File: src/rtl/unified_mem_arbiter_pkg.sv
// rtl/unified_mem_arbiter_pkg.sv - shared types and constants for the unified memory arbiter
package unified_mem_arbiter_pkg;

    typedef enum logic [1:0] {
        IDLE  = 2'd0,
        ISSUE = 2'd1,
        WAIT  = 2'd2,
        RESP  = 2'd3
    } arb_state_t;

    localparam logic [2:0] FUNC3_WORD = 3'b010;

endpackage

File: src/rtl/unified_mem_arbiter_watchdog_counter.sv
// rtl/unified_mem_arbiter_watchdog_counter.sv - saturating wait-cycle counter that flags an unacknowledged access
module watchdog_counter #(
    parameter int TIMEOUT_CYC = 16
) (
    input  logic clk,
    input  logic resetn,
    input  logic clr,
    input  logic en,
    output logic expired
);

    localparam int CNT_W = $clog2(TIMEOUT_CYC + 1);
    localparam logic [CNT_W-1:0] CNT_MAX  = CNT_W'(TIMEOUT_CYC);
    localparam logic [CNT_W-1:0] CNT_LAST = CNT_W'(TIMEOUT_CYC - 1);

    logic [CNT_W-1:0] r_count;

    always_ff @(posedge clk) begin
        if (!resetn) begin
            r_count <= '0;
        end else if (clr) begin
            r_count <= '0;
        end else if (en && (r_count != CNT_MAX)) begin
            r_count <= r_count + 1'b1;
        end
    end

    // Fires on the wait cycle whose increment would reach the limit, so the
    // access sees exactly TIMEOUT_CYC wait cycles before being ended.
    assign expired = en && (r_count == CNT_LAST);

endmodule

File: src/rtl/unified_mem_arbiter.sv
// rtl/unified_mem_arbiter.sv - shares one variable-latency memory between the fetch and data ports
module unified_mem_arbiter
    import unified_mem_arbiter_pkg::*;
#(
    parameter int ADDR_W      = 9,
    parameter int DATA_W      = 32,
    parameter int TIMEOUT_CYC = 16
) (
    input  logic              clk,
    input  logic              reset,
    input  logic              if_req,
    input  logic [ADDR_W-1:0] if_addr,
    output logic [DATA_W-1:0] if_rdata,
    output logic              if_ready,
    input  logic              d_rd,
    input  logic              d_wr,
    input  logic [ADDR_W-1:0] d_addr,
    input  logic [DATA_W-1:0] d_wdata,
    input  logic [2:0]        d_func3,
    output logic [DATA_W-1:0] d_rdata,
    output logic              d_ready,
    output logic              mem_en,
    output logic              mem_we,
    output logic [ADDR_W-1:0] mem_addr,
    output logic [DATA_W-1:0] mem_wdata,
    output logic [2:0]        mem_func3,
    input  logic [DATA_W-1:0] mem_rdata,
    input  logic              mem_valid,
    output logic              grant_d,
    output logic              err
);

    arb_state_t        r_state;
    logic              r_mem_en;
    logic              r_mem_we;
    logic [ADDR_W-1:0] r_mem_addr;
    logic [DATA_W-1:0] r_mem_wdata;
    logic [2:0]        r_mem_func3;
    logic              r_if_ready;
    logic              r_d_ready;
    logic [DATA_W-1:0] r_if_rdata;
    logic [DATA_W-1:0] r_d_rdata;
    logic              r_grant_d;
    logic              r_err;

    logic w_wd_en;
    logic w_wd_clr;
    logic w_expired;

    assign w_wd_en  = (r_state == WAIT) && !mem_valid;
    assign w_wd_clr = (r_state != WAIT) || mem_valid;

    watchdog_counter #(
        .TIMEOUT_CYC(TIMEOUT_CYC)
    ) u_watchdog (
        .clk    (clk),
        .resetn (reset),
        .clr    (w_wd_clr),
        .en     (w_wd_en),
        .expired(w_expired)
    );

    always_ff @(posedge clk) begin
        if (!reset) begin
            r_state     <= IDLE;
            r_mem_en    <= 1'b0;
            r_mem_we    <= 1'b0;
            r_mem_addr  <= '0;
            r_mem_wdata <= '0;
            r_mem_func3 <= '0;
            r_if_ready  <= 1'b0;
            r_d_ready   <= 1'b0;
            r_if_rdata  <= '0;
            r_d_rdata   <= '0;
            r_grant_d   <= 1'b0;
            r_err       <= 1'b0;
        end else begin
            r_mem_en   <= 1'b0;
            r_if_ready <= 1'b0;
            r_d_ready  <= 1'b0;
            case (r_state)
                // Data wins a tie: the older instruction in MEM must retire first.
                IDLE: begin
                    if (d_rd || d_wr) begin
                        r_mem_addr  <= d_addr;
                        r_mem_wdata <= d_wdata;
                        r_mem_func3 <= d_func3;
                        r_mem_we    <= d_wr;
                        r_grant_d   <= 1'b1;
                        r_mem_en    <= 1'b1;
                        r_state     <= ISSUE;
                    end else if (if_req) begin
                        r_mem_addr  <= if_addr;
                        r_mem_func3 <= FUNC3_WORD;
                        r_mem_we    <= 1'b0;
                        r_grant_d   <= 1'b0;
                        r_mem_en    <= 1'b1;
                        r_state     <= ISSUE;
                    end
                end
                ISSUE: begin
                    r_state <= WAIT;
                end
                WAIT: begin
                    if (mem_valid) begin
                        if (r_grant_d) begin
                            r_d_rdata <= r_mem_we ? '0 : mem_rdata;
                            r_d_ready <= 1'b1;
                        end else begin
                            r_if_rdata <= mem_rdata;
                            r_if_ready <= 1'b1;
                        end
                        r_state <= RESP;
                    end else if (w_expired) begin
                        if (r_grant_d) begin
                            r_d_rdata <= '0;
                            r_d_ready <= 1'b1;
                        end else begin
                            r_if_rdata <= '0;
                            r_if_ready <= 1'b1;
                        end
                        r_err   <= 1'b1;
                        r_state <= RESP;
                    end
                end
                RESP: begin
                    r_state <= IDLE;
                end
                default: begin
                    r_state <= IDLE;
                end
            endcase
        end
    end

    assign if_rdata  = r_if_rdata;
    assign if_ready  = r_if_ready;
    assign d_rdata   = r_d_rdata;
    assign d_ready   = r_d_ready;
    assign mem_en    = r_mem_en;
    assign mem_we    = r_mem_we;
    assign mem_addr  = r_mem_addr;
    assign mem_wdata = r_mem_wdata;
    assign mem_func3 = r_mem_func3;
    assign grant_d   = r_grant_d;
    assign err       = r_err;

endmodule

File: config.mk
export PLATFORM = sky130hd
export DESIGN_NAME = unified_mem_arbiter
export DESIGN_NICKNAME = d
export VERILOG_FILES = /design/src/rtl/unified_mem_arbiter_pkg.sv /design/src/rtl/unified_mem_arbiter_watchdog_counter.sv /design/src/rtl/unified_mem_arbiter.sv
export SDC_FILE = /design/constraint.sdc
export NUM_CORES = 1
export LEC_CHECK = 0
export ABC_AREA = 1
export BUFFER_PORTS_ARGS = -buffer_cell sky130_fd_sc_hd__buf_2
export CAP_MARGIN = 40
export CORE_MARGIN = 3
export CORE_UTILIZATION = 43
export DETAILED_ROUTE_END_ITERATION = 16
export PLACE_DENSITY_LB_ADDON = 0.15
export SKIP_CTS_REPAIR_TIMING = 1
export SKIP_LAST_GASP = 1
export SLEW_MARGIN = 20
export SYNTH_ARGS = -nofsm -noshare
export SYNTH_HDL_FRONTEND = slang
export SYNTH_SLANG_ARGS = --single-unit
File: constraint.sdc
create_clock -name clk -period 1.6 [get_ports clk]
set_input_delay 0.08 -clock clk [delete_from_list [all_inputs] [get_ports clk]]
set_output_delay 0.08 -clock clk [all_outputs]
set_load 0.02 [all_outputs]
Word level (Yosys, flattened, before mapping)
Index checks and enable logic that the tools add are counted.
- bits in latches: 0
- input bits: 91
- memories kept: 0
- memory bits (writable): 0
- memory bits (read-only): 0
- register bits: 121
- output and inout port bits: 114
- reduce and logical (&&, ||, !) cells: 18
- $mul: 0
- add/subtract/negate cells: 1
- multiplexer cells: 29
- shifts and indexed selects: 0
- divide/modulo/power cells: 0
- equality and inequality tests: 8
- $lt $le $gt $ge: 0
- bitwise gates (word level): 3
- operators with widths (kind ; number):
    $mux W32 ; 9
    $mux W9 ; 2
    $mux W1 ; 11
    $reduce_and A2 Y1 ; 5
    $reduce_and A3 Y1 ; 3
    $mux W2 ; 4
    $pmux W2 S4 ; 1
    $mux W3 ; 2
    $add A5 B1 Y5 const B ; 1
    $eq A5 B4 Y1 const B ; 1
    $ne A5 B5 Y1 const B ; 1
    $eq A2 B2 Y1 const B ; 2
    $reduce_bool A2 Y1 ; 2
    $logic_and A1 B1 Y1 ; 3
    $ne A3 B2 Y1 const B ; 1
    $ne A3 B3 Y1 const B ; 1
    $not A1 Y1 ; 3
    $eq A2 B1 Y1 const B ; 1
    $logic_not A2 Y1 ; 1
    $logic_or A1 B1 Y1 ; 2
    $ne A2 B2 Y1 const B ; 1
    $reduce_or A2 Y1 ; 1
    $logic_not A1 Y1 ; 1

Longest topological paths before layout
Gate-level depths: netlist (run 1).
- word-level depth: 6
- gate-level depth with buffers: 11
- depth with buffers taken out: 9

By module
Synthesis (run 1) repeated with hierarchy kept, for this count alone.
- cells, all modules: 751
- area, all modules: 5116.2 um2
- modules (own cells, without submodules) (module ; seq. area each (um2) ; area an instance (um2) ; cells each ; times used):
    unified_mem_arbiter ; 2322.2 ; 4784.6 ; 703 ; 1
    watchdog_counter ; 100.1 ; 331.6 ; 48 ; 1

Worst setup path after synthesis (run 1)
No wires, ideal clock.
- kind: register to register
- start: reg u_watchdog.r_count[0]
- end: reg r_if_rdata[2], in the netlist if_rdata[2]
- path slack: -0.024 ns
- stages on the path, launching flop included: 12
- data required time: 1.487 ns
- arrival: 1.512 ns
- path through: dfxtp_1 ha_1 inv_1 nor3_1 ha_1 a21oi_2 nor2_2 buf_6 buf_6 nand2_1 nand2_1 nor2_1
- cells in the longest elaborated chain, start to end: 4
- ends and longest elaborated chain (element ; RTL line ; source):
    start, declared ; unified_mem_arbiter_watchdog_counter.sv:16 ; logic [CNT_W-1:0] r_count;
    start signal, assigned ; unified_mem_arbiter_watchdog_counter.sv:24 ; r_count <= r_count + 1'b1;
    $eq A5 B4 Y1 ; unified_mem_arbiter_watchdog_counter.sv:30 ; assign expired = en && (r_count == CNT_LAST);
    $logic_and A1 B1 Y1 ; unified_mem_arbiter_watchdog_counter.sv:30 ;
    $reduce_bool A2 Y1 (no source line) ; n/a ;
    $reduce_and A3 Y1 (no source line) ; n/a ;
    end signal, assigned ; unified_mem_arbiter.sv:110 ; r_if_rdata <= mem_rdata;
    end, declared ; unified_mem_arbiter.sv:41 ; logic [DATA_W-1:0] r_if_rdata;
No other way between the ends.
A chain may end at the register's enable or synchronous reset.

Worst setup path after layout (run 1)
- start: reg u_watchdog.r_count[0]
- end: reg r_d_rdata[16], in the netlist d_rdata[16]
- cells in the longest elaborated chain, start to end: 4
- ends and longest elaborated chain (element ; RTL line ; source):
    $eq A5 B4 Y1 ; unified_mem_arbiter_watchdog_counter.sv:30 ;
    $logic_and A1 B1 Y1 ; unified_mem_arbiter_watchdog_counter.sv:30 ;
    $reduce_bool A2 Y1 (no source line) ; n/a ;
    $reduce_and A3 Y1 (no source line) ; n/a ;
    end signal, assigned ; unified_mem_arbiter.sv:107 ; r_d_rdata <= r_mem_we ? '0 : mem_rdata;
    end, declared ; unified_mem_arbiter.sv:42 ; logic [DATA_W-1:0] r_d_rdata;
No other way between the ends.

==> results of run 1 <==
==> sequential cells by signal, indices dropped and copies added, names as in the netlist <==
register            flops
r_state                 2
if_rdata               32
mem_we                  1
mem_addr                9
mem_en                  1
mem_wdata              32
if_ready                1
err                     1
mem_func3               3
d_ready                 1
u_watchdog.r_count      5
d_rdata                32
grant_d                 1
==> metal layers <==
metal  vias to the layer above  wire length [um]
li1                       2698                 -
met5                         -                 0
met1                      2481              6330
met4                         0               332
met3                        34              1140
met2                       222              7660
==> final timing paths <==
kind | from | to | depth (start not counted)
worst max-delay path | u_watchdog.r_count[0] | d_rdata[16] | 11
worst min-delay path | d_wr | mem_we | 3
worst max register to register | u_watchdog.r_count[0] | d_rdata[16] | 11
worst min register to register | mem_addr[8] | mem_addr[8] | 2
==> per-stage QoR <==
stage          hold WS [ns]  instance area, um^2  utilization (%)  cells  setup TNS (ns)
6_report            -0.0206                 7490             68.2   1119           -3.34
5_1_grt             0.00670                 7490             68.2   1119           -9.25
4_1_cts             -0.0871                 6690             60.9   1066           -6.03
3_5_place_dp          0.336                 6070             55.3   1034           -3.13
3_3_place_gp          0.328                 6070             55.3   1034          -0.168
2_1_floorplan         0.223                 4890                -    710               0
==> logic make-up after synthesis <==
family / Yosys count / synth area share (%)
adders and majority gates: 5 / 1.28
AOI/OAI and AO/OA: 82 / 8.54
and+or+nand+nor: 425 / 33.3
DFF: 121 / 49.7
buffers and inverters: 77 / 7.18
==> synth_stat cells <==
| library cell | instances | share of area, % |
|---|---|---|
| nand2_2 | 1 | 0.13 |
| clkbuf_2 | 1 | 0.10 |
| clkinv_1 | 2 | 0.15 |
| o21a_1 | 1 | 0.15 |
| nand3_1 | 14 | 1.4 |
| buf_2 | 18 | 1.8 |
| ha_1 | 5 | 1.3 |
| inv_2 | 4 | 0.31 |
| o21ai_0 | 61 | 6.3 |
| clkbuf_1 | 10 | 0.77 |
| buf_4 | 4 | 0.62 |
| buf_6 | 3 | 0.69 |
| a21oi_1 | 19 | 1.9 |
| a21oi_2 | 1 | 0.18 |
| nand2_1 | 194 | 15 |
| inv_1 | 31 | 2.4 |
| nor2_2 | 3 | 0.38 |
| nor3_1 | 1 | 0.10 |
| dfxtp_1 | 121 | 50 |
| nor2_1 | 211 | 16 |
| buf_1 | 4 | 0.31 |
| nand4_1 | 1 | 0.13 |
==> critical path: cells and delay by family (launching register included) <==
family	cells	cell delay [ns]
DFF	1	0.36
AOI/OAI and AO/OA	1	0.08
adders and majority gates	2	0.39
buffers and inverters	3	0.38
and+or+nand+nor	5	0.40
==> where the power goes <==
group / internal (mW) / switching (mW)
registers: 3.66 / 0.332
clock network: 2.68 / 1.32
logic: 1.46 / 2.56
total: 7.80 / 4.21
==> layout make-up <==
cell class              instances  share of cell area, %
well taps                     140                   2.34
repair buffers                277                   24.5
flip-flops and latches        121                   32.4
inverters                      37                   1.92
clock buffers                  24                   6.30
clock inverters                 8                   1.91
multi-input cells             512                   30.6
==> results.yml, run 1 <==
timing:
  worst_slack_ns: -0.109
  clock_skew_ns: 0.0111
  slew_headroom_pct: 76.7
  setup_viol: 60
  tightestPinTransition_ns: 0.349
  final_max_slew_viol_count: 0
  hold_violations: 4
  hold_ws_ns: -0.0206
  rsz0062_at_grt: "true"
  fmax_ghz: 0.585
  min_period_over_period_pct: 107
  period_minus_slack_ns: 1.71
route:
  drt_iter0_drc: 339
  wl_um: 15500
  drc: 0
  dr_total_vias: 5435
  avgViaCountPerCell: 4.86
  ant_nets: 0
  firstDrtPassIters: 5
  routedWlPerCell_um: 13.8
power:
  power.total_mw: 12.0
  power_leakage_nw: 3.86
  ir_drop_mv: 1.20
  power_density_nw_per_um2: 1600
yosys:
  syn_inst: 710
  ys_warn_count: 0
  syn_area_um2: 4880
  syn_avg_cell_area_um2: 6.87
  seq_area_frac_synth_pct: 49.7
  syn_nets: 806
  synth.distinct_cells: 22
  ys_seq_elements: 121
floorplanning:
  dieArea_um2: 12700
  start_util_pct: 44.4
  core_um2: 11000
  dieWidth_um: 113
  io_pins: 205
  fp.dieH_um: 113
  rows: 38
placed_design:
  gp_congestion: 0.773
  pre_cts_slack_ns: -0.104
  port_buffers: 204
  place_hpwl_um: 9730
clock_tree:
  ctsLongestPathBuffers: 2
  htree_levels: 4
  cts_buffers: 17
  cts_tree: "yes"
  insertion_delay_ns: 0.41
  cts_root_buf: "clkbuf_16"
  cts_sinks: 121
  clk_pin_slew_worst_paths_ns: 0.05
global_route:
  grtUsageMet3_pct: 7.39
  grt_pass1_vias: 4707
  top_usage_layer: "met2"
  grt_max_degree: 51
  gr-usage-all-layers_pct: 21.6
  grt_pass1_wl_um: 22000
  overflow: 0
  gr-usage-met2_pct: 36.1
  grtUsageMet1_pct: 26.0
  antenna_found_initial: 0
final_layout:
  layout_common_cells: "nor2_1 (205), buf_2 (204), nand2_1 (162), dfxtp_1 (119), o21ai_0 (58)"
  fillers: 900
  diodes: 0
  layout.nets: 1062
  multi_input_area_um2: 2290
  seqCellArea_um2: 2420
  final_common_cell: "nor2_1"
  syn_to_final_growth_pct: 53.5
  drive_gt1_share_pct: 33.1
worst_setup_path:
  cp-end-kind: "flip-flop"
  reg2reg_slack_ns: -0.11
  critPathMaxStageDelay_ns: 0.36
  cp.arrival_ns: 2.02
  critPathKind: "reg2reg"
  critical_path.most_common_cell: "nand2_1"
  crit_chain: "ha_4, inv_4, nor3_4, ha_2, a21oi_4, nor2_4, buf_4, clkbuf_16, nand2_1, nand2_1, nor2_1"
  slowest_stage: "dfxtp_2"
  cp.required_ns: 1.91
  crit_fanout: 13
  cp-start-kind: "flip-flop"
run_status:
  violations: "negative hold slack, negative setup slack"
  status: "finished, violations left"
job:
  max_cap_violations: 0
hold_path:
  worst_hold_path_type: "in2reg"
(Power assumes the default switching activity.)
==> run 2: changes to the inputs <==
--- a/config.mk
+++ b/config.mk
@@ -7,9 +7,8 @@
 export LEC_CHECK = 0
 export ABC_AREA = 1
 export BUFFER_PORTS_ARGS = -buffer_cell sky130_fd_sc_hd__buf_2
-export CAP_MARGIN = 40
 export CORE_MARGIN = 3
-export CORE_UTILIZATION = 43
+export CORE_UTILIZATION = 40
 export DETAILED_ROUTE_END_ITERATION = 16
 export PLACE_DENSITY_LB_ADDON = 0.15
 export SKIP_CTS_REPAIR_TIMING = 1
==> results.yml, run 2 (synthesis results as in run 1) <==
run_status:
  status: "finished, violations left"
  violations: "negative hold slack, negative setup slack"
route:
  wl_um: 14600
  dr_total_vias: 5221
  firstDrtPassIters: 4
  ant_nets: 0
  routedWlPerCell_um: 13.2
  avgViaCountPerCell: 4.71
  drt_iter0_drc: 345
  drc: 0
floorplanning:
  rows: 39
  dieArea_um2: 13600
  io_pins: 205
  fp.dieH_um: 116
  start_util_pct: 41.8
  core_um2: 11700
  dieWidth_um: 116
placed_design:
  place_hpwl_um: 9890
  dpl-instance-area_um2: 6110
  dpl.cell_count: 1039
  gp_congestion: 0.817
  port_buffers: 204
  pre_cts_slack_ns: -0.0805
timing:
  hold_ws_ns: -0.0535
  setup_viol: 19
  final_max_slew_viol_count: 0
  clock_skew_ns: 0.00831
  hold_violations: 6
  rsz0062_at_grt: "true"
  slew_headroom_pct: 72.7
  min_period_over_period_pct: 102
  period_minus_slack_ns: 1.64
  tightestPinTransition_ns: 0.409
  worst_slack_ns: -0.0387
  fmax_ghz: 0.610
clock_tree:
  cts_tree: "yes"
  cts_sinks: 121
  cts_root_buf: "clkbuf_16"
  insertion_delay_ns: 0.40
  htree_levels: 4
  clk_pin_slew_worst_paths_ns: 0.05
  cts_buffers: 17
  ctsLongestPathBuffers: 2
worst_setup_path:
  crit_cells: 11
  critPathBufInv: 3
  cp.required_ns: 1.90
  critical_path.most_common_cell: "nand2_1"
  critPathMaxStageDelay_ns: 0.35
  cp-end-kind: "flip-flop"
  slowest_stage: "dfxtp_2"
  critPathKind: "reg2reg"
  cp-start-kind: "flip-flop"
  crit_fanout: 6
  cp.arrival_ns: 1.94
  crit_chain: "ha_4, inv_2, nor3_2, ha_2, a21oi_4, nor2_4, buf_12, buf_6, nand2_1, nand2_1, nor2_1"
  crit_family: "simple AND/OR/NAND/NOR gates"
  reg2reg_depth: 11
hold_path:
  holdPathStages: 3
  worst_hold_path_type: "in2reg"
global_route:
  gr-usage-all-layers_pct: 20.1
  grt_max_degree: 51
  antenna_found_initial: 0
  overflow: 0
  grt_pass1_wl_um: 21700
  grt_pass1_vias: 4672
power:
  power_leakage_nw: 3.67
  power_density_nw_per_um2: 1570
  power.total_mw: 11.3
  ir_drop_mv: 0.732
final_layout:
  fin_cells: 1109
  syn_to_final_growth_pct: 47.0
  design_area_um2: 7170
  layout_common_cells: "buf_2 (204), nor2_1 (195), nand2_1 (194), dfxtp_1 (119), o21ai_0 (61)"
  diodes: 0
  final_common_cell: "buf_2"
  drive_gt1_share_pct: 29.9
  layout.nets: 1049
job:
  max_cap_violations: 0
==> run 2: report_power, final <==
part | leakage, nW | internal (mW) | switching, mW
sequential | 0.990 | 3.67 | 0.317
combinational | 2.43 | 1.40 | 2.52
clock | 0.257 | 2.14 | 1.24
total | 3.67 | 7.21 | 4.07
==> run 2: worst reg2reg max path, cell delays in order (launching register included) <==
cell	delay [ns]
dfxtp_2	0.35
ha_4	0.14
inv_2	0.04
nor3_2	0.10
ha_2	0.22
a21oi_4	0.07
nor2_4	0.17
buf_12	0.15
buf_6	0.13
nand2_1	0.06
nand2_1	0.06
nor2_1	0.04
==> run 2: area by class of cell <==
type,count,area (um^2)
sequential,121,2420
tap,143,179
clock inverter,2,10.0
multi-input combinational,512,2220
inverter,37,139
timing repair buffer,264,1690
clock buffer,30,514
fill,1103,4490
==> run 2: routing by layer <==
metal	global-route usage (%)	wire length, um
met4	8.51	399
met3	4.92	887
met5	0	0
met2	33.4	7040
met1	24.8	6320
==> run 2: path summary, 6_finish.rpt <==
check,startpoint,endpoint,slack (ns)
min,d_wdata[30],mem_wdata[30],-0.05
max reg2reg,u_watchdog.r_count[0],d_rdata[12],-0.04
max,u_watchdog.r_count[0],d_rdata[12],-0.04
min reg2reg,mem_addr[8],mem_addr[8],0.46
==> run 2: metrics by stage <==
step           util [%]  setup TNS (ns)
3_3_place_gp       52.4          -0.155
6_report           61.5          -0.346
2_1_floorplan         -               0
4_1_cts            56.9           -3.83
3_5_place_dp       52.4           -2.20
5_1_grt            61.5           -6.39
==> run 3: changes to the inputs <==
==> constraint.sdc (replaced) <==
create_clock -name clk -period 1.7 [get_ports clk]
set_input_delay 0.085 -clock clk [delete_from_list [all_inputs] [get_ports clk]]
set_output_delay 0.085 -clock clk [all_outputs]
set_load 0.02 [all_outputs]
==> results.yml, run 3 (synthesis results as in run 1) <==
run_status:
  status: "finished, violations left"
  violations: "negative hold slack"
placed_design:
  gp_congestion: 0.837
  dpl.cell_count: 1034
  port_buffers: 204
  place_hpwl_um: 10100
  pre_cts_slack_ns: -0.0169
global_route:
  antenna_found_initial: 0
  grt_pass1_vias: 4629
  overflow: 0
  grt_max_degree: 58
  gr-usage-all-layers_pct: 20.4
  grt_pass1_wl_um: 21700
timing:
  slew_headroom_pct: 64.9
  hold_ws_ns: -0.0173
  tightestPinTransition_ns: 0.527
  fmax_ghz: 0.606
  final_max_slew_viol_count: 0
  period_minus_slack_ns: 1.65
  setup_viol: 0
  worst_slack_ns: 0.0512
  rsz0062_at_grt: "true"
  setup_tns_ns: 0
  min_period_over_period_pct: 97.0
  hold_violations: 1
  clock_skew_ns: 0.00663
clock_tree:
  cts_root_buf: "clkbuf_16"
  htree_levels: 4
  cts_sinks: 121
  insertion_delay_ns: 0.40
  clk_pin_slew_worst_paths_ns: 0.05
  cts_tree: "yes"
  cts_buffers: 17
  ctsLongestPathBuffers: 2
worst_setup_path:
  critPathKind: "reg2reg"
  cp-start-kind: "flip-flop"
  cp.arrival_ns: 1.99
  reg2reg_slack_ns: 0.05
  cp.required_ns: 2.04
  crit_fanout: 7
  cp-end-kind: "flip-flop"
floorplanning:
  core_um2: 11700
  io_pins: 205
  rows: 39
  start_util_pct: 41.8
  dieArea_um2: 13600
  fp.dieH_um: 116
  dieWidth_um: 116
route:
  ant_nets: 0
  drc: 0
  wl_um: 15000
  firstDrtPassIters: 4
  dr_total_vias: 5298
  routedWlPerCell_um: 13.5
  drt_iter0_drc: 431
  avgViaCountPerCell: 4.79
hold_path:
  worst_hold_path_type: "in2reg"
final_layout:
  utilization_pct: 60.8
  layout_common_cells: "buf_2 (204), nor2_1 (203), nand2_1 (194), dfxtp_1 (119), o21ai_0 (59)"
  drive_gt1_share_pct: 29.2
  syn_to_final_growth_pct: 45.4
  diodes: 0
  final_common_cell: "buf_2"
  layout.nets: 1046
  fin_cells: 1105
power:
  power_density_nw_per_um2: 1500
  power.total_mw: 10.6
  power_leakage_nw: 3.67
  ir_drop_mv: 0.902
job:
  max_cap_violations: 0
-- run 3: changes by cell type in the layout (fill, tap and decap cells not counted), moves of 3 or more --
| cell | before | now |
|---|---|---|
| buf_6 | 8 | 4 |
| clkbuf_1 | 9 | 2 |
| clkinv_2 | 2 | 7 |
| dlygate4sd3_1 | 30 | 35 |
| nor2_1 | 195 | 203 |
| nor2_2 | 11 | 8 |
| nor2_4 | 8 | 3 |
-- run 3: report_power, final --
part	internal [mW]	switching, mW
Combinational	1.22	2.35
Sequential	3.45	0.302
Clock	2.10	1.20
Total	6.77	3.86
-- run 3: per-layer routing --
layer  part of all wire [%]  global-route usage [%]
met5                      0                       0
met4                    2.5                    7.89
met3                    7.0                    6.84
met2                     50                    34.8
met1                     41                    23.8
-- run 3: worst paths after layout --
kind,startpoint,cells after the start,end
setup / recovery,u_watchdog.r_count[0],10,d_rdata[14]
hold / removal,d_wdata[18],3,mem_wdata[18]
hold reg to reg,mem_addr[6],2,mem_addr[6]
setup reg to reg,u_watchdog.r_count[0],10,d_rdata[14]
-- run 3: stage by stage --
step	instance area, um^2	hold slack, ns
floorplan	4880	0.228
global placement	6040	0.333
detailed placement	6040	0.344
CTS	6590	-0.0890
global route	7100	-0.00686
finish	7100	-0.0173
-- run 3: layout make-up --
cell class	instances	area, um^2
Clock inverter	9	73.8
Inverter	37	146
Multi-Input combinational cell	512	2180
Fill cell	1077	4570
Timing Repair Buffer	261	1620
Sequential cell	121	2420
Tap cell	143	179
Clock buffer	22	474
-- run 3: worst max-delay path, stage by stage, from the launching register on --
cell	delay, ns
dfxtp_2	0.35
ha_4	0.14
inv_2	0.03
nor3_2	0.10
ha_2	0.23
a21oi_4	0.08
nor2_4	0.18
buf_6	0.15
clkbuf_16	0.15
nor2_1	0.05
nor2_1	0.11
